--- src/rtl/conv2_sequencer.sv ---
// conv2_sequencer: address/enable sequencer for the KxK valid conv2 layer over the packed pooled map.
module conv2_sequencer #(
  parameter int IN_W    = 14,
  parameter int K       = 5,
  parameter int OUT_CH  = 16,
  parameter int RD_LAT  = 2,
  parameter int RES_LAT = 3,
  parameter int PIC_AW  = 10,
  parameter int W_AW    = 9,
  parameter int B_AW    = 4,
  parameter int OUT_AW  = 11
) (
  input  logic              clk,
  input  logic              rst,
  input  logic              start,
  input  logic              abort,
  output logic              ena_pic,
  output logic [PIC_AW-1:0] addr_pic,
  output logic              ena_w,
  output logic [W_AW-1:0]   addr_w,
  output logic              ena_bias,
  output logic [B_AW-1:0]   addr_bias,
  output logic              bias_load,
  output logic              mac_valid,
  output logic              mac_first,
  output logic              mac_last,
  output logic              out_we,
  output logic [OUT_AW-1:0] addr_out,
  output logic              busy,
  output logic              done
);
  localparam int OUT_W = IN_W - K + 1;
  localparam int OCW = $clog2(OUT_CH + 1);
  localparam int PW = $clog2(OUT_W + 1);
  localparam int KW = $clog2(K + 1);
  localparam int CW = $clog2(RD_LAT + RES_LAT + 1);
  typedef enum logic [2:0] {IDLE, BIAS, TAPS, FLUSH, WRITE, DONE} state_t;
  state_t st, st_n;
  logic [OCW-1:0] oc, oc_n;
  logic [PW-1:0] oy, oy_n, ox, ox_n;
  logic [KW-1:0] ky, ky_n, kx, kx_n;
  logic [CW-1:0] cnt, cnt_n;
  logic [RD_LAT-1:0] v_sr, f_sr, l_sr;
  logic kx_end, ky_end, ox_end, oy_end, oc_end, tap_first, tap_last;
  assign kx_end = int'(kx) == K - 1;
  assign ky_end = int'(ky) == K - 1;
  assign ox_end = int'(ox) == OUT_W - 1;
  assign oy_end = int'(oy) == OUT_W - 1;
  assign oc_end = int'(oc) == OUT_CH - 1;
  assign tap_first = st == TAPS && ky == '0 && kx == '0;
  assign tap_last = st == TAPS && kx_end && ky_end;
  always_comb begin
    st_n = st;
    oc_n = oc;
    oy_n = oy;
    ox_n = ox;
    ky_n = ky;
    kx_n = kx;
    cnt_n = cnt + 1'b1;
    case (st)
      IDLE: begin
        cnt_n = '0;
        if (start) begin
          st_n = BIAS;
          oc_n = '0;
          oy_n = '0;
          ox_n = '0;
          ky_n = '0;
          kx_n = '0;
        end
      end
      BIAS: if (int'(cnt) == RD_LAT - 1) begin
        st_n = TAPS;
        cnt_n = '0;
      end
      TAPS: begin
        kx_n = kx_end ? '0 : kx + 1'b1;
        ky_n = !kx_end ? ky : ky_end ? '0 : ky + 1'b1;
        if (tap_last) begin
          st_n = FLUSH;
          cnt_n = '0;
        end
      end
      FLUSH: if (int'(cnt) == RD_LAT + RES_LAT - 1) begin
        st_n = WRITE;
        cnt_n = '0;
      end
      WRITE: begin
        cnt_n = '0;
        ox_n = ox_end ? '0 : ox + 1'b1;
        oy_n = !ox_end ? oy : oy_end ? '0 : oy + 1'b1;
        oc_n = (ox_end && oy_end) ? oc + 1'b1 : oc;
        st_n = !(ox_end && oy_end) ? TAPS : oc_end ? DONE : BIAS;
      end
      default: st_n = IDLE;
    endcase
    if (abort) st_n = IDLE;
  end
  // Addresses are loaded from the next-cycle counters so they line up with the enables.
  always_ff @(posedge clk or posedge rst) begin
    if (rst) begin
      st <= IDLE;
      oc <= '0;
      oy <= '0;
      ox <= '0;
      ky <= '0;
      kx <= '0;
      cnt <= '0;
      v_sr <= '0;
      f_sr <= '0;
      l_sr <= '0;
      addr_pic <= '0;
      addr_w <= '0;
      addr_bias <= '0;
      addr_out <= '0;
    end else begin
      st <= st_n;
      oc <= oc_n;
      oy <= oy_n;
      ox <= ox_n;
      ky <= ky_n;
      kx <= kx_n;
      cnt <= cnt_n;
      v_sr <= abort ? '0 : (v_sr << 1) | RD_LAT'(st == TAPS);
      f_sr <= abort ? '0 : (f_sr << 1) | RD_LAT'(tap_first);
      l_sr <= abort ? '0 : (l_sr << 1) | RD_LAT'(tap_last);
      if (st_n == BIAS) addr_bias <= B_AW'(oc_n);
      if (st_n == TAPS) begin
        addr_pic <= PIC_AW'((int'(oy_n) + int'(ky_n)) * IN_W + int'(ox_n) + int'(kx_n));
        addr_w <= W_AW'(int'(oc_n) * K * K + int'(ky_n) * K + int'(kx_n));
      end
      if (st_n == WRITE) addr_out <= OUT_AW'(int'(oc) * OUT_W * OUT_W + int'(oy) * OUT_W + int'(ox));
    end
  end
  assign busy = st != IDLE;
  assign ena_bias = st == BIAS && cnt == '0;
  assign bias_load = st == BIAS && int'(cnt) == RD_LAT - 1;
  assign ena_pic = st == TAPS;
  assign ena_w = st == TAPS;
  assign out_we = st == WRITE;
  assign done = st == DONE;
  assign mac_valid = v_sr[RD_LAT-1];
  assign mac_first = f_sr[RD_LAT-1];
  assign mac_last = l_sr[RD_LAT-1];
endmodule

--- config.mk ---
export PLATFORM = sky130hd
export DESIGN_NAME = conv2_sequencer
export DESIGN_NICKNAME = d
export VERILOG_FILES = /design/src/rtl/conv2_sequencer.sv
export SDC_FILE = /design/constraint.sdc
export NUM_CORES = 1
export LEC_CHECK = 0
export ABC_CLOCK_PERIOD_IN_PS = 5230
export CORE_ASPECT_RATIO = 1.2
export CORE_MARGIN = 2
export CORE_UTILIZATION = 40
export DETAILED_ROUTE_END_ITERATION = 16
export PLACE_DENSITY = 0.59
export SYNTH_ARGS = -nofsm -noshare
export SYNTH_HDL_FRONTEND = slang
export SYNTH_SLANG_ARGS = --single-unit
--- constraint.sdc ---
create_clock -name clk -period 5.23 [get_ports clk]
set_clock_uncertainty 0.2 [all_clocks]
set_input_delay 0.523 -clock clk [delete_from_list [all_inputs] [get_ports clk]]
set_output_delay 0.523 -clock clk [all_outputs]
set_load 0.02 [all_outputs]
# Word-level counts from Yosys, hierarchy flattened
# Cells that the tools add are included.
[totals]
regBits = 65
inputBits = 4
out_inout_bits = 44
wordCells = 97
[classes]
n_addsub = 13
n_mul = 7
n_eq_ne = 15
muxes = 32
bitwise_logic = 3
n_reduce_logical = 13
[op_table]
columns = ["cell", "n"]
rows = [
  ["2-to-1 mux 3 bit", 15],
  ["multiplier 5 x 3 -> 8 bit, second input constant", 3],
  ["2-to-1 mux 4 bit", 5],
  ["equality test 3 bit, second input constant", 6],
  ["multiplier 8 x 3 -> 9 bit, second input constant", 2],
  ["one-hot mux 4 bit (2 select lines)", 2],
  ["one-hot mux 3 bit (5 select lines)", 1],
  ["equality test 3 x 2 -> 1 bit, second input constant", 4],
  ["logical NOT 3 bit", 4],
  ["one-hot mux 3 bit (2 select lines)", 2],
  ["one-hot mux 3 bit (4 select lines)", 1],
  ["adder 11 x 4 -> 11 bit", 1],
  ["adder 11 x 8 -> 11 bit", 1],
  ["adder 10 x 3 -> 10 bit", 1],
  ["adder 9 x 4 -> 10 bit", 1],
  ["2-to-1 mux 5 bit", 2],
  ["one-hot mux 5 bit (2 select lines)", 1],
  ["adder 3 x 1 -> 3 bit, second input constant", 3],
  ["adder 9 x 3 -> 9 bit", 1],
  ["adder 9 x 6 -> 9 bit", 1],
  ["adder 4 x 1 -> 4 bit, second input constant", 2],
  ["equality test 4 bit, second input constant", 2],
  ["logical AND 1 bit", 7],
  ["multiplier 4 x 3 -> 7 bit, second input constant", 1],
  ["9 further kinds", 14],
]

# Longest topological paths before layout
# Gate-level depths: netlist (run 1).
[logic_depth]
ltp_word = 8
ltp_mapped = 22
ltp_nobuf = 22

# Least setup slack after synthesis (run 1)
# Ideal clock, no wire load.
[synth_timing]
path_type = "reg-to-reg"
start = "reg ox[1]"
end = "reg addr_w[8]"
setup_time_ns = 0.079
t_arrival_ns = 5.321
required_time_ns = 4.951
setup_slack_ns = -0.370
stages_incl_launch_ff = 22
path_buffers = 1
period_less_slack_ns = 5.600
path_cell_list = "dfrtp_1 > inv_1 > ha_1 > and3b_1 > clkbuf_1 > nand3_4 > or3_2 > a21oi_1 > ha_1 > ha_1 > ha_1 > inv_1 > fa_1 > inv_1 > fa_1 > ha_1 > ha_1 > a21oi_1 > o21ai_0 > o41ai_1 > xnor3_1 > mux2i_1"
[synth_via]
elab_chain_cells = 8
word_cells_on_any_way = 12
classes_between = "add/sub (2); mul (2); eq/ne (2); mux (5); reduce/logical (1)"
[synth_lines]
columns = ["item", "line", "text"]
rows = [
  ["from (decl)", "40", "logic [PW-1:0] oy, oy_n, ox, ox_n;"],
  ["from (signal assigned)", "120", "ox <= ox_n;"],
  ["equality test 4 bit", "47", "assign ox_end = int'(ox) == OUT_W - 1;"],
  ["logical AND 1 bit", "92", "oc_n = (ox_end && oy_end) ? oc + 1'b1 : oc;"],
  ["2-to-1 mux 5 bit", "92", ""],
  ["one-hot mux 5 bit (2 select lines)", "60", "case (st)"],
  ["named net oc_n[3]", "39", "logic [OCW-1:0] oc, oc_n;"],
  ["multiplier 5 x 3 -> 8 bit", "130", "addr_w <= W_AW'(int'(oc_n) * K * K + int'(ky_n) * K + int'(kx_n));"],
  ["multiplier 8 x 3 -> 9 bit", "130", ""],
  ["adder 9 x 6 -> 9 bit", "130", ""],
  ["adder 9 x 3 -> 9 bit", "130", ""],
  ["to (signal assigned)", "130", ""],
  ["to (decl)", "20", "output logic [W_AW-1:0] addr_w,"],
]
# The timed path passes the listed nets, and every way through them passes these cells.
# A chain may end at the register's enable or synchronous reset.

# Worst setup path after layout (run 1)
[layout_timing]
start = "reg st[1]"
end = "reg addr_w[8]"
[layout_via]
word_cells_on_any_way = 22
classes_between = "add/sub (2); mul (3); eq/ne (5); mux (9); reduce/logical (3)"
[layout_lines]
columns = ["item", "line", "text"]
rows = [
  ["from (decl)", "38", "state_t st, st_n;"],
  ["from (signal assigned)", "117", "st <= st_n;"],
  ["equality test 3 bit or logical NOT 3 bit (tied branches)", "60", ""],
  ["one-hot mux 5 bit (2 select lines) *", "60", ""],
  ["named net oc_n[3]", "39", ""],
  ["multiplier 5 x 3 -> 8 bit *", "130", ""],
  ["multiplier 8 x 3 -> 9 bit *", "130", ""],
  ["adder 9 x 6 -> 9 bit *", "130", ""],
  ["adder 9 x 3 -> 9 bit *", "130", ""],
]
# Mark *: on every way through the listed nets, which the timed path passes. The rest lies on a longest branch.

==> results of run 1 <==
-- metrics by stage --
stage | power (mW) | hold WS, ns | instance area [um^2]
2_1_floorplan | 0.949 | 0.239 | 5560
3_3_place_gp | 1.15 | 0.244 | 6590
3_5_place_dp | 1.16 | 0.250 | 6590
4_1_cts | 1.81 | 0.265 | 6970
5_1_grt | 1.89 | 0.278 | 7030
6_report | 1.78 | 0.262 | 7030
-- cell families (layout without fill, tap and decap cells) --
family	Yosys count	after routing
xor gates and xnor gates	38	38
DFF	65	65
adders and majority gates	117	117
buffers and inverters	80	189
AOI/OAI and AO/OA	102	102
and+or+nand+nor	121	121
muxes	23	23
-- path summary, 6_finish.rpt --
check                      startpoint           to  slack [ns]  depth (start not counted)
max                             st[1]    addr_w[8]        0.15                         21
min                           f_sr[0]      f_sr[1]        0.26                          1
max reg2reg                     st[1]    addr_w[8]        0.15                         21
min reg2reg                   f_sr[0]      f_sr[1]        0.26                          1
max in group asynchronous         rst  addr_out[5]        3.73                          3
min in group asynchronous         rst    addr_w[5]        0.54                          3
-- Yosys cell counts (4+ instances only) --
cell / instances / share of area, %
a21o_1: 11 / 1.5
a21oi_1: 33 / 3.0
clkbuf_1: 4 / 0.27
dfrtp_1: 65 / 30
fa_1: 20 / 7.3
ha_1: 97 / 22
inv_1: 68 / 4.7
mux2_2: 21 / 4.3
nand2_1: 33 / 2.3
nand3_1: 8 / 0.73
nor2_1: 31 / 2.1
nor2b_1: 12 / 1.4
nor3_1: 8 / 0.73
o21ai_0: 27 / 2.5
xnor2_1: 25 / 4.0
xor2_1: 11 / 1.8
-- sequential cells by signal (all words and copies together) (netlist names) --
name and count:
addr_pic 10, f_sr 2, addr_bias 4, v_sr 2
oc 5, kx 3, cnt 3, st 3
ox 4, addr_w 9, ky 3, addr_out 11
oy 4, l_sr 2
-- repair_timing --
action                                  4_1_cts  5_1_grt
buffers inserted                              1        2
gates resized for setup                      12       11
gates cloned                                  0        0
endpoints found under the setup margin        3        4
hold buffers                                  0        0
pin swaps                                    15       11
endpoints found under the hold margin         0        0
-- layout make-up --
type / instances / area (um^2) / area share [%]
tap: 168 / 210 / 2.99
clock buffer: 13 / 280 / 3.98
inverter: 69 / 272 / 3.86
timing repair buffer: 105 / 910 / 12.9
multi-input combinational: 401 / 3700 / 52.6
clock inverter: 2 / 35.0 / 0.498
sequential: 65 / 1630 / 23.1
-- per-layer routing --
layer	global-route usage (%)	vias to the layer above
met5	0	-
met1	20.0	1986
li1	-	2085
met4	5.76	0
met3	3.63	18
met2	29.1	62
-- power groups by stage --
| stage | clock [mW] | sequential (mW) | combinational, mW |
|---|---|---|---|
| after floorplan | 0 | 0.666 | 0.283 |
| after global placement | 0 | 0.616 | 0.535 |
| after detailed placement | 0 | 0.618 | 0.541 |
| after CTS | 0.648 | 0.613 | 0.548 |
| after global routing | 0.668 | 0.622 | 0.603 |
| final | 0.630 | 0.612 | 0.541 |
-- layout by cell type (no fill, tap or decap), types with 6 or more instances in the layout --
master,count
ha_1,87
nand3_1,8
a21o_1,11
nor2b_1,12
xor2_1,11
dfrtp_1,65
nand2_1,32
o21ai_0,24
fa_1,19
nor2_1,28
a21oi_1,30
xnor2_1,25
ha_4,9
buf_4,57
nor3_1,6
clkdlybuf4s50_1,47
inv_1,65
mux2_2,20
clkbuf_16,9
-- critical path, delay by kind of cell (launching register included) --
kind / cells / cell delay, ns
simple gates: 4 / 0.92
flops: 1 / 0.37
buf+inv: 4 / 0.30
xor+xnor: 1 / 0.25
mux: 1 / 0.13
compound gates: 3 / 0.53
fa+ha+maj: 8 / 2.30
==> metrics, run 1 <==
worst slew pin tran=1.15 ns; worst-path cell chain=or3b_4, buf_6, clkinv_8, nand3_4, or3_4, a21oi_4, ha_4, ha_4, inv_2, fa_1, inv_2, ha_1, ha_4, fa_2, ha_4, ha_4, nand2_2, o21ai_2, o41ai_2, xnor3_1, mux2i_1; adder-cell share of the synthesized area=about 30%; portion of netlist area occupied by mux cells=around 4.9%; die area=~0.015 mm^2; Initial Util=roughly two fifths; CTS Buffer Depth=2; ys async rst share=100%; metal3 WL=312 um; Synth Area in Compound Gates=11.7%; Seq pwr share=34.3%; Mean Syn Cell Area=10.0 um^2; register area share after synthesis=between 20% and 30%; HP Class=reg -> reg; fill cell count=1209; RSZ-0062 raised after global routing=true; outcome=finished clean; gr ovfl total=0; Period Utilization, post-route=97.1%; nets=~770; CTS tree=done; # clock sinks=65; Netlist cell types=59; antenna violations before repair=0; detailed placer's ending HPWL=9020 um; largest net degree at the start of global routing=between 60 and 70; CTS Buf Count=9; Root Driver=clkbuf_16; average wire per standard cell=13.8 um; DR iter-0 viols=between 100 and 150; Via density=5.04; CTS H-tree lvls=3; Critical Path Source Type=flip-flop; largest family of logic cells by synthesized area=adder cells; Core ar.=approximately 0.013 mm^2; DR vias=4151; Area growth, synth to finish=28.5%; Tot GR Track Use=16.6%; power per cell area=between 200 and 300 mW/mm^2; Top FF cell, synth=dfrtp_1; post-synthesis xor/xnor area fraction=6.58%; layout cells sized above 1=20.0%; Crit path required time=about 5.3 ns; Top-Level Pins=48; largest stage delay on the critical path=0.59 ns; Die Y=around 130 um; Final ANT Viol Nets=0; Synth Instances=546; Finish-stage setup viols=0; max-slew headroom at the worst pin=between 20% and 30%; met1 WL=about 5000 um; Core Rows=46; Final Worst Setup Slack=0.150 ns; WL final=11300 um; post-synth net total=667; Synth Register Bits=65; Placed Cells=805; Synth warnings=0; Sw Share=31.1%; Post-synth EDFFs=0; final cell count without fillers=823; Internal=1.23 mW; most used cell, CP=ha_4; global-route wire length before repair=19900 um; Slew Viols, Final=0; Die W=111 um; static leakage=3.64 nW; Critical Path End Type=flip-flop; Arrival @ worst endpoint=5.14 ns; final hold viol count=0; worst-skew pair later-pin latency=0.33 ns; Antenna diodes=0; highest clock rate=0.197 GHz; routability cong.=between 0.8 and 0.9; Simple-Gate Fraction of Synth Area=11.3%; drt drc=0; Max Used Layer=met4; IO Port Bufs=47; Peak supply drop=0.284 mV; part of the power in the clock network=around a third; Setup Total Neg Slack=0 ns; max-cap violations=0; First-pass DRT Iterations=5; post-route minimum period=a little over 5 ns; clock-pin slew of the registers on the worst-case setup and hold paths=0.05 ns; pre-CTS setup slack=-0.266 ns; slowest stage cell, crit path=fa_2; P_sw=554 uW; number of global-route vias before repair=4263; Final Util=52.9%; Max FO, Critical Path=4; Detail Route met2 WL=5800 um; combinational share of power=between 30% and 40%; synthesized area=0.00548 mm^2; crit path kind=reg -> reg
No activity file was read; power rests on OpenSTA's default activity.
==> inputs of run 2 (changes only) <==
Settings changed: SLEW_MARGIN set to 40.
==> run 2 against run 1 <==
Core utilization rose by 0.53 points. Worst hold slack got worse by 0.0033 ns. Setup slack got worse by 0.0085 ns. Maximum frequency fell by 0.17%. Sequential cell count did not move. Via count rose by 0.75%.
==> metrics, run 2 (synthesis results as in run 1) <==
layout cells sized above 1=20.8%; final hold viol count=0; Die W=111 um; DP Area=0.00662 mm^2; largest net degree at the start of global routing=between 40 and 50; Initial Util=41.2%; Antenna diodes=0; worst-path cell chain=or3b_4, buf_6, clkinv_8, nand3_4, or3_4, a21oi_4, ha_4, ha_4, inv_2, fa_1, inv_2, ha_4, ha_4, fa_1, ha_4, ha_4, nand2_2, o21ai_2, o41ai_2, xnor3_1, mux2i_1; Final ANT Viol Nets=0; CP startpoint=st[1]; max-cap violations=0; CTS tree=done; DR vias=4182; worst-skew pair later-pin latency=between 0.3 and 0.4 ns; post-route cell area=0.00710 mm^2; routability cong.=approximately 0.85; largest stage delay on the critical path=0.58 ns; most common cell after layout, fill and taps aside=ha_1; Critical Path End Type=flip-flop; hold path start=f_sr[0]; Critical Path Source Type=flip-flop; Core ar.=0.0133 mm^2; RSZ-0062 raised after global routing=true; global-route wire length before repair=20200 um; detailed placer's ending HPWL=9240 um; average wire per standard cell=14.1 um; Largest regs=addr_out: 11 flops, addr_pic: 10 flops, addr_w: 9 flops; outcome=finished clean; WL final=11700 um; worst slew pin tran=0.720 ns; DR iter-0 viols=154; Crit path required time=5.29 ns; clock-pin slew of the registers on the worst-case setup and hold paths=0.05 ns; post-route minimum period=a little over 5 ns; CTS H-tree lvls=3; CTS Buf Count=9; antenna violations before repair=0; max reg flops=11; die area=0.0146 mm^2; Arrival @ worst endpoint=approximately 5.2 ns; worst r2r src=st[1]; power per cell area=around 250 mW/mm^2; Setup Total Neg Slack=0 ns; Slew Viols, Final=0; pre-CTS setup slack=-0.269 ns; Final Worst Setup Slack=0.142 ns; Via density=a little over 5; drt drc=0; # clock sinks=65; Tot GR Track Use=about 17%; First-pass DRT Iterations=4; static leakage=3.68 nW; Top-Level Pins=48; Core Rows=46; crit path kind=reg -> reg; Max FO, Critical Path=4; Period Utilization, post-route=just under 100%; Peak supply drop=0.251 mV; highest clock rate=0.197 GHz; gr ovfl total=0; IO Port Bufs=47; nets=about 800; Root Driver=clkbuf_16; final hold slack=between 0.2 and 0.3 ns; slowest stage cell, crit path=fa_1; Largest Register=addr_out; Area growth, synth to finish=29.8%; commonest non-fill, non-tap cells in the layout=85 x ha_1, 65 x dfrtp_1, 64 x inv_1; most used cell, CP=ha_4; HP Class=reg -> reg; Finish-stage setup viols=0; CTS Buffer Depth=2; max-slew headroom at the worst pin=52.0%; number of global-route vias before repair=4321; Die Y=around 130 um
run 2: area by class of cell:
class | count | area (um^2)
clock buffers | 13 | 280
multi-input cells | 401 | 3720
flip-flops and latches | 65 | 1630
repair buffers | 110 | 960
well taps | 168 | 210
inverters | 69 | 272
fillers | 1194 | 6190
clock inverters | 2 | 35.0
run 2: what timing repair did:
item / 4_1_cts / 5_1_grt
gates resized for setup: 12 / 11
buffers inserted: 2 / 4
setup endpoints to repair: 2 / 6
hold buffers: 0 / 0
pin swaps: 15 / 17
run 2: final timing paths:
path,depth (start not counted),endpoint,slack [ns]
setup / recovery,21,addr_w[8],0.14
hold / removal,1,f_sr[1],0.26
setup reg to reg,21,addr_w[8],0.14
hold reg to reg,1,f_sr[1],0.26
max in group asynchronous,4,addr_out[5],3.85
min in group asynchronous,3,addr_w[5],0.45
run 2: routing by layer:
| metal | up-vias | routed length [um] | part of all wire [%] | track usage (%) |
|---|---|---|---|---|
| li1 | 2091 | - | - | - |
| met1 | 2014 | 5100 | 44 | 20.2 |
| met2 | 57 | 5930 | 51 | 29.5 |
| met3 | 20 | 382 | 3.3 | 3.77 |
| met4 | 0 | 282 | 2.4 | 5.97 |
| met5 | - | 0 | 0 | 0 |
run 2: worst max-delay path: cells and delay by family, from the launching register on:
kind | cells | cell delay [ns]
AO/OA/AOI/OAI | 3 | 0.54
XOR/XNOR | 1 | 0.26
adder cells (fa/ha/maj) | 8 | 2.25
buffers and inverters | 4 | 0.33
flip-flops | 1 | 0.37
multiplexers | 1 | 0.13
AND/OR/NAND/NOR | 4 | 0.94
run 2: report_power, final:
group          switching (mW)  internal, mW  total (mW)
Sequential             0.0409         0.570       0.611
Clock                   0.219         0.417       0.636
Combinational           0.305         0.244       0.549
Total                   0.564          1.23        1.80
run 2: metrics by stage:
| stage | power (mW) | util [%] | cells |
|---|---|---|---|
| CTS | 1.82 | 52.7 | 824 |
| floorplan | 0.949 | - | 546 |
| global placement | 1.15 | 49.6 | 805 |
| detailed placement | 1.17 | 49.8 | 807 |
| finish | 1.80 | 53.4 | 828 |
| global route | 1.90 | 53.4 | 828 |
